$ cat config.mk
export PLATFORM = sky130hd
export DESIGN_NAME = router_pkt_reader
export DESIGN_NICKNAME = d
export VERILOG_FILES = /design/src/rtl/router_pkt_reader.sv
export SDC_FILE = /design/constraint.sdc
export NUM_CORES = 1
export LEC_CHECK = 0
export CORE_ASPECT_RATIO = 1.25
export CORE_MARGIN = 2
export CORE_UTILIZATION = 35
export CTS_CLUSTER_DIAMETER = 60
export DETAILED_ROUTE_END_ITERATION = 8
export PLACE_DENSITY = 0.63
export SLEW_MARGIN = 20
export SYNTH_ARGS = -nofsm -noshare
export SYNTH_HDL_FRONTEND = slang
export SYNTH_SLANG_ARGS = --single-unit
$ cat constraint.sdc
create_clock -name clock -period 1.9 [get_ports clock]
set_input_delay 0.19 -clock clock [delete_from_list [all_inputs] [get_ports clock]]
set_output_delay 0.19 -clock clock [all_outputs]
set_load 0.005 [all_outputs]
$ cat src/rtl/router_pkt_reader.sv
// Destination-side reader for one router output FIFO. It re-frames the byte stream
// into header/payload packets, checks the trailing parity byte and keeps counters.
module router_pkt_reader #(
  parameter logic [1:0] MY_ADDR     = 2'd0,
  parameter int         STALL_LIMIT = 29,
  parameter int         CNT_W       = 16
) (
  input  logic             clock,
  input  logic             resetn,
  input  logic             vld_out,
  input  logic [7:0]       data_out,
  input  logic             soft_reset,
  input  logic             sink_ready,
  output logic             read_enb,
  output logic [7:0]       pkt_data,
  output logic             pkt_valid,
  output logic             pkt_sof,
  output logic             pkt_eof,
  output logic             pkt_done,
  output logic             parity_err,
  output logic             addr_err,
  output logic             pkt_abort,
  output logic             stall_alarm,
  output logic [CNT_W-1:0] pkt_count,
  output logic [CNT_W-1:0] err_count
);

  localparam int            SW        = $clog2(STALL_LIMIT + 1);
  localparam logic [SW-1:0] STALL_MAX = SW'(STALL_LIMIT);

  typedef enum logic [1:0] {S_HDR, S_PAY, S_PAR} state_t;

  state_t        state, state_nxt;
  logic          rd_q;
  logic [7:0]    par, par_nxt;
  logic [5:0]    rem, rem_nxt;
  logic          addr_mis, addr_mis_nxt;
  logic [SW-1:0] stall_cnt;

  logic          fwd_nxt, sof_nxt, eof_nxt;
  logic          done_nxt, perr_nxt, aerr_nxt, abort_nxt;
  logic          err_inc;

  // A read can only be issued while the FIFO holds data and the sink can take it.
  assign read_enb    = vld_out & sink_ready & ~soft_reset;
  assign stall_alarm = (stall_cnt >= STALL_MAX);
  assign err_inc     = abort_nxt | (done_nxt & (perr_nxt | aerr_nxt));

  always_comb begin
    state_nxt    = state;
    par_nxt      = par;
    rem_nxt      = rem;
    addr_mis_nxt = addr_mis;
    fwd_nxt      = 1'b0;
    sof_nxt      = 1'b0;
    eof_nxt      = 1'b0;
    done_nxt     = 1'b0;
    perr_nxt     = 1'b0;
    aerr_nxt     = 1'b0;
    abort_nxt    = 1'b0;
    if (soft_reset) begin
      // The in-flight byte is dropped; only a packet already under way counts as aborted.
      state_nxt    = S_HDR;
      par_nxt      = '0;
      rem_nxt      = '0;
      addr_mis_nxt = 1'b0;
      abort_nxt    = (state != S_HDR);
    end else if (rd_q) begin
      case (state)
        S_HDR: begin
          fwd_nxt      = 1'b1;
          sof_nxt      = 1'b1;
          par_nxt      = data_out;
          rem_nxt      = data_out[7:2];
          addr_mis_nxt = (data_out[1:0] != MY_ADDR);
          if (data_out[7:2] == 6'd0) begin
            eof_nxt   = 1'b1;
            state_nxt = S_PAR;
          end else begin
            state_nxt = S_PAY;
          end
        end
        S_PAY: begin
          fwd_nxt = 1'b1;
          par_nxt = par ^ data_out;
          rem_nxt = rem - 6'd1;
          if (rem == 6'd1) begin
            eof_nxt   = 1'b1;
            state_nxt = S_PAR;
          end
        end
        S_PAR: begin
          done_nxt  = 1'b1;
          perr_nxt  = (data_out != par);
          aerr_nxt  = addr_mis;
          state_nxt = S_HDR;
        end
        default: state_nxt = S_HDR;
      endcase
    end
  end

  always_ff @(posedge clock) begin
    if (!resetn) begin
      state      <= S_HDR;
      rd_q       <= 1'b0;
      par        <= '0;
      rem        <= '0;
      addr_mis   <= 1'b0;
      pkt_data   <= '0;
      pkt_valid  <= 1'b0;
      pkt_sof    <= 1'b0;
      pkt_eof    <= 1'b0;
      pkt_done   <= 1'b0;
      parity_err <= 1'b0;
      addr_err   <= 1'b0;
      pkt_abort  <= 1'b0;
      pkt_count  <= '0;
      err_count  <= '0;
    end else begin
      state      <= state_nxt;
      rd_q       <= read_enb;
      par        <= par_nxt;
      rem        <= rem_nxt;
      addr_mis   <= addr_mis_nxt;
      pkt_data   <= fwd_nxt ? data_out : pkt_data;
      pkt_valid  <= fwd_nxt;
      pkt_sof    <= sof_nxt;
      pkt_eof    <= eof_nxt;
      pkt_done   <= done_nxt;
      parity_err <= perr_nxt;
      addr_err   <= aerr_nxt;
      pkt_abort  <= abort_nxt;
      if (done_nxt && (pkt_count != '1))
        pkt_count <= pkt_count + CNT_W'(1);
      if (err_inc && (err_count != '1))
        err_count <= err_count + CNT_W'(1);
    end
  end

  // Counts consecutive cycles where the FIFO has data but nothing is drained.
  always_ff @(posedge clock) begin
    if (!resetn) begin
      stall_cnt <= '0;
    end else if (vld_out && !read_enb) begin
      if (stall_cnt < STALL_MAX)
        stall_cnt <= stall_cnt + SW'(1);
    end else begin
      stall_cnt <= '0;
    end
  end

endmodule

==> flow_metrics.py <==
metrics = {
    "cts": {
        "max-clock-path-buffers": 2,
        "cts_root_buf": "clkbuf_16",
        "clkLatencyLatePin_ns": 0.34,
        "cts_tree": "built",
        "htree_levels": 3,
        "holdBufCountCts": 0,
        "numCtsBuffers": 9,
        "clkTransAtPathRegs_ns": 0.06,
        "cts_sinks": 70,
    },
    "pwr": {
        "power_density_nw_per_um2": 684,
        "p_clk_frac": 0.499,
        "pwr-share-comb": 0.054,
        "p_int_mw": 2.62,
        "vdd_ir_drop_max_mv": 0.410,
        "p_sw_frac": 0.215,
        "seqPwrFrac": 0.447,
        "switchingPower_mw": 0.717,
        "p_leak_nw": 1.63,
    },
    "synthesis": {
        "synth_most_common_cell": "dfxtp_1",
        "yosys-top-cells-count": "dfxtp_1, nand2_1, nor2_1",
        "synth_async_sr_flop_share": 0,
        "ys_ff_latch": 70,
        "synth_area_leader_cell": "dfxtp_1",
        "synth_cell_types": 58,
        "syn_area_per_cell_um2": 8.49,
        "netlist_top_cells_area": "dfxtp_1, a21oi_1, mux2i_1",
        "seq_area_frac_synth": 0.393,
        "syn_area_um2": 3570,
        "yosysWarningCount": 0,
        "synth.top_cell.area_share": 0.393,
        "synthFlopType": "dfxtp_1",
        "synth_edf_count": 0,
        "syn-num-nets": 439,
        "syn_inst": 420,
    },
    "final_layout": {
        "drive_gt1_frac": 0.141,
        "fillers": 955,
        "syn_to_final_growth_pct": 36.7,
        "n_antenna_cell": 0,
        "fin_util": 0.487,
        "seqCellArea_um2": 1400,
        "fin_area_um2": 4870,
        "finalNetCount": 533,
        "multiInputGateArea_um2": 2010,
    },
    "timing": {
        "setup_tns_ns": 0,
        "finalMaxSlewViolations": 0,
        "slew_headroom": 0.683,
        "max_freq_mhz": 542,
        "hold_viol_final": 0,
        "finalSetupViolCount": 0,
        "finalCriticalPeriod_ns": 1.84,
        "post-route-period-util": 0.970,
        "skew_ns": 0.00864,
        "worstMarginPinSlew_ns": 0.472,
    },
    "detailed_routing": {
        "routedWlPerCell_um": 13.9,
        "drt_iter0_markers": 194,
        "first_pass_iters": 5,
        "wirelength_um": 9030,
        "ant_nets": 0,
        "drc_errors": 0,
        "vias": 3352,
        "vias_per_cell": 5.17,
    },
    "critical_path": {
        "critPathMaxFanout": 9,
        "crit_arrival_ns": 1.65,
        "crit_path_start_kind": "flop",
        "cp.required_ns": 1.71,
        "end_kind": "output port",
        "worstSetupPathType": "flop to output port",
    },
    "floorplan": {
        "ioPinCount": 62,
        "die_h_um": 117,
        "initial_utilization": 0.357,
        "std_cell_rows": 41,
        "die_area_um2": 11000,
        "die_w_um": 94.3,
        "core_area_um2": 10000,
    },
    "grt": {
        "grt_max_degree": 25,
        "grt_pass1_wl_um": 15100,
        "antenna_found_initial": 0,
        "grt_pass1_vias": 3252,
        "grt_util_all_layers": 0.175,
        "globalRouteOverflowTotal": 0,
    },
    "placement": {
        "numPortBuffers": 61,
        "dpl_cell_area_um2": 4570,
        "place_congestion": 0.859,
        "dp_hpwl_um": 6620,
    },
    "status": {
        "status": "finished clean",
    },
    "flow_run": {
        "cap_violations": 0,
    },
    "worst_hold_path": {
        "hold_class": "flop to flop",
    },
}
[power groups by stage]
| stage | sequential [mW] | combinational [mW] | clock [mW] |
|---|---|---|---|
| final | 1.49 | 0.181 | 1.66 |
| after detailed placement | 1.52 | 0.179 | 0 |
| after global routing | 1.49 | 0.199 | 1.77 |
| after global placement | 1.52 | 0.177 | 0 |
| after floorplan | 1.52 | 0.0855 | 0 |
| after CTS | 1.49 | 0.181 | 1.70 |
[cell type report]
cell class | count | share of cell area
Clock buffer | 13 | 0.0513
Clock inverter | 3 | 0.00898
Sequential cell | 70 | 0.288
Multi-Input combinational cell | 315 | 0.412
Tap cell | 129 | 0.0331
Timing Repair Buffer | 106 | 0.197
Inverter | 12 | 0.00924
[registers in the layout (all words and copies together) (netlist names), 2 cells and up]
signal     cells
err_count     16
pkt_count     16
par            8
pkt_data       8
rem            6
stall_cnt      5
state          2
[critical path, stage by stage (launching register included)]
cell	delay (ns)
dfxtp_2	0.42
inv_1	0.06
ha_1	0.17
o31a_1	0.23
clkdlybuf4s50_1	0.44
[routing by layer]
metal / part of all wire / global-route usage
met4: 0.035 / 0.108
met5: 0 / 0
met1: 0.44 / 0.212
met3: 0.049 / 0.0429
met2: 0.47 / 0.280
[timing repair]
item | 4_1_cts | 5_1_grt
setup endpoints to repair | 1 | 2
setup buffers | 0 | 1
resized for setup | 2 | 1
gates cloned | 0 | 0
[layout by cell type (no fill, tap or decap), types with 3 or more instances in the layout]
master and count:
a21oi_1 30, a22oi_1 8, and2_1 5, and4_1 3, buf_4 44, clkbuf_1 3, clkbuf_16 9, clkdlybuf4s50_1 61
dfxtp_1 68, ha_1 6, inv_1 12, mux2i_1 15, nand2_1 38, nand2b_1 16, nand3_1 15, nand4_1 11
nor2_1 36, nor2b_1 4, nor3_1 19, nor4_1 6, o211ai_1 3, o21a_1 5, o21ai_0 27, or3_1 3
or4_1 3, xnor2_1 15, xor2_1 7
[cells by family (layout without fill, tap and decap cells)]
group           after synthesis  count (layout)  share of synthesized area
mux                          15              15                     0.0421
buf+inv                      35             134                     0.0442
fa+ha+maj                     6               6                     0.0210
compound gates               94              94                      0.170
xor+xnor                     22              22                     0.0540
flops                        70              70                      0.393
simple gates                178             178                      0.276
[stage by stage]
stage | hold WS, ns | total power [mW] | std cells | setup slack [ns]
after floorplan | 0.326 | 1.60 | 420 | 0.122
after global placement | 0.457 | 1.70 | 631 | -0.183
after global routing | 0.502 | 3.45 | 648 | -0.00959
final | 0.470 | 3.33 | 648 | 0.0563
after CTS | 0.473 | 3.37 | 647 | 0.0395
after detailed placement | 0.465 | 1.70 | 631 | -0.227
[final timing paths]
| check | slack (ns) | end | cells after the start | start |
|---|---|---|---|---|
| worst max-delay path | 0.06 | stall_alarm | 4 | stall_cnt[1]$_SDFFE_PN0N_ |
| worst min register to register | 0.47 | rem[1]$_SDFFE_PP0P_ | 2 | rem[1]$_SDFFE_PP0P_ |
| worst min-delay path | 0.47 | rem[1]$_SDFFE_PP0P_ | 2 | rem[1]$_SDFFE_PP0P_ |
| worst max register to register | 0.08 | pkt_count[0]$_SDFFE_PN0P_ | 7 | pkt_count[0]$_SDFFE_PN0P_ |
(Power assumes the default switching activity.)
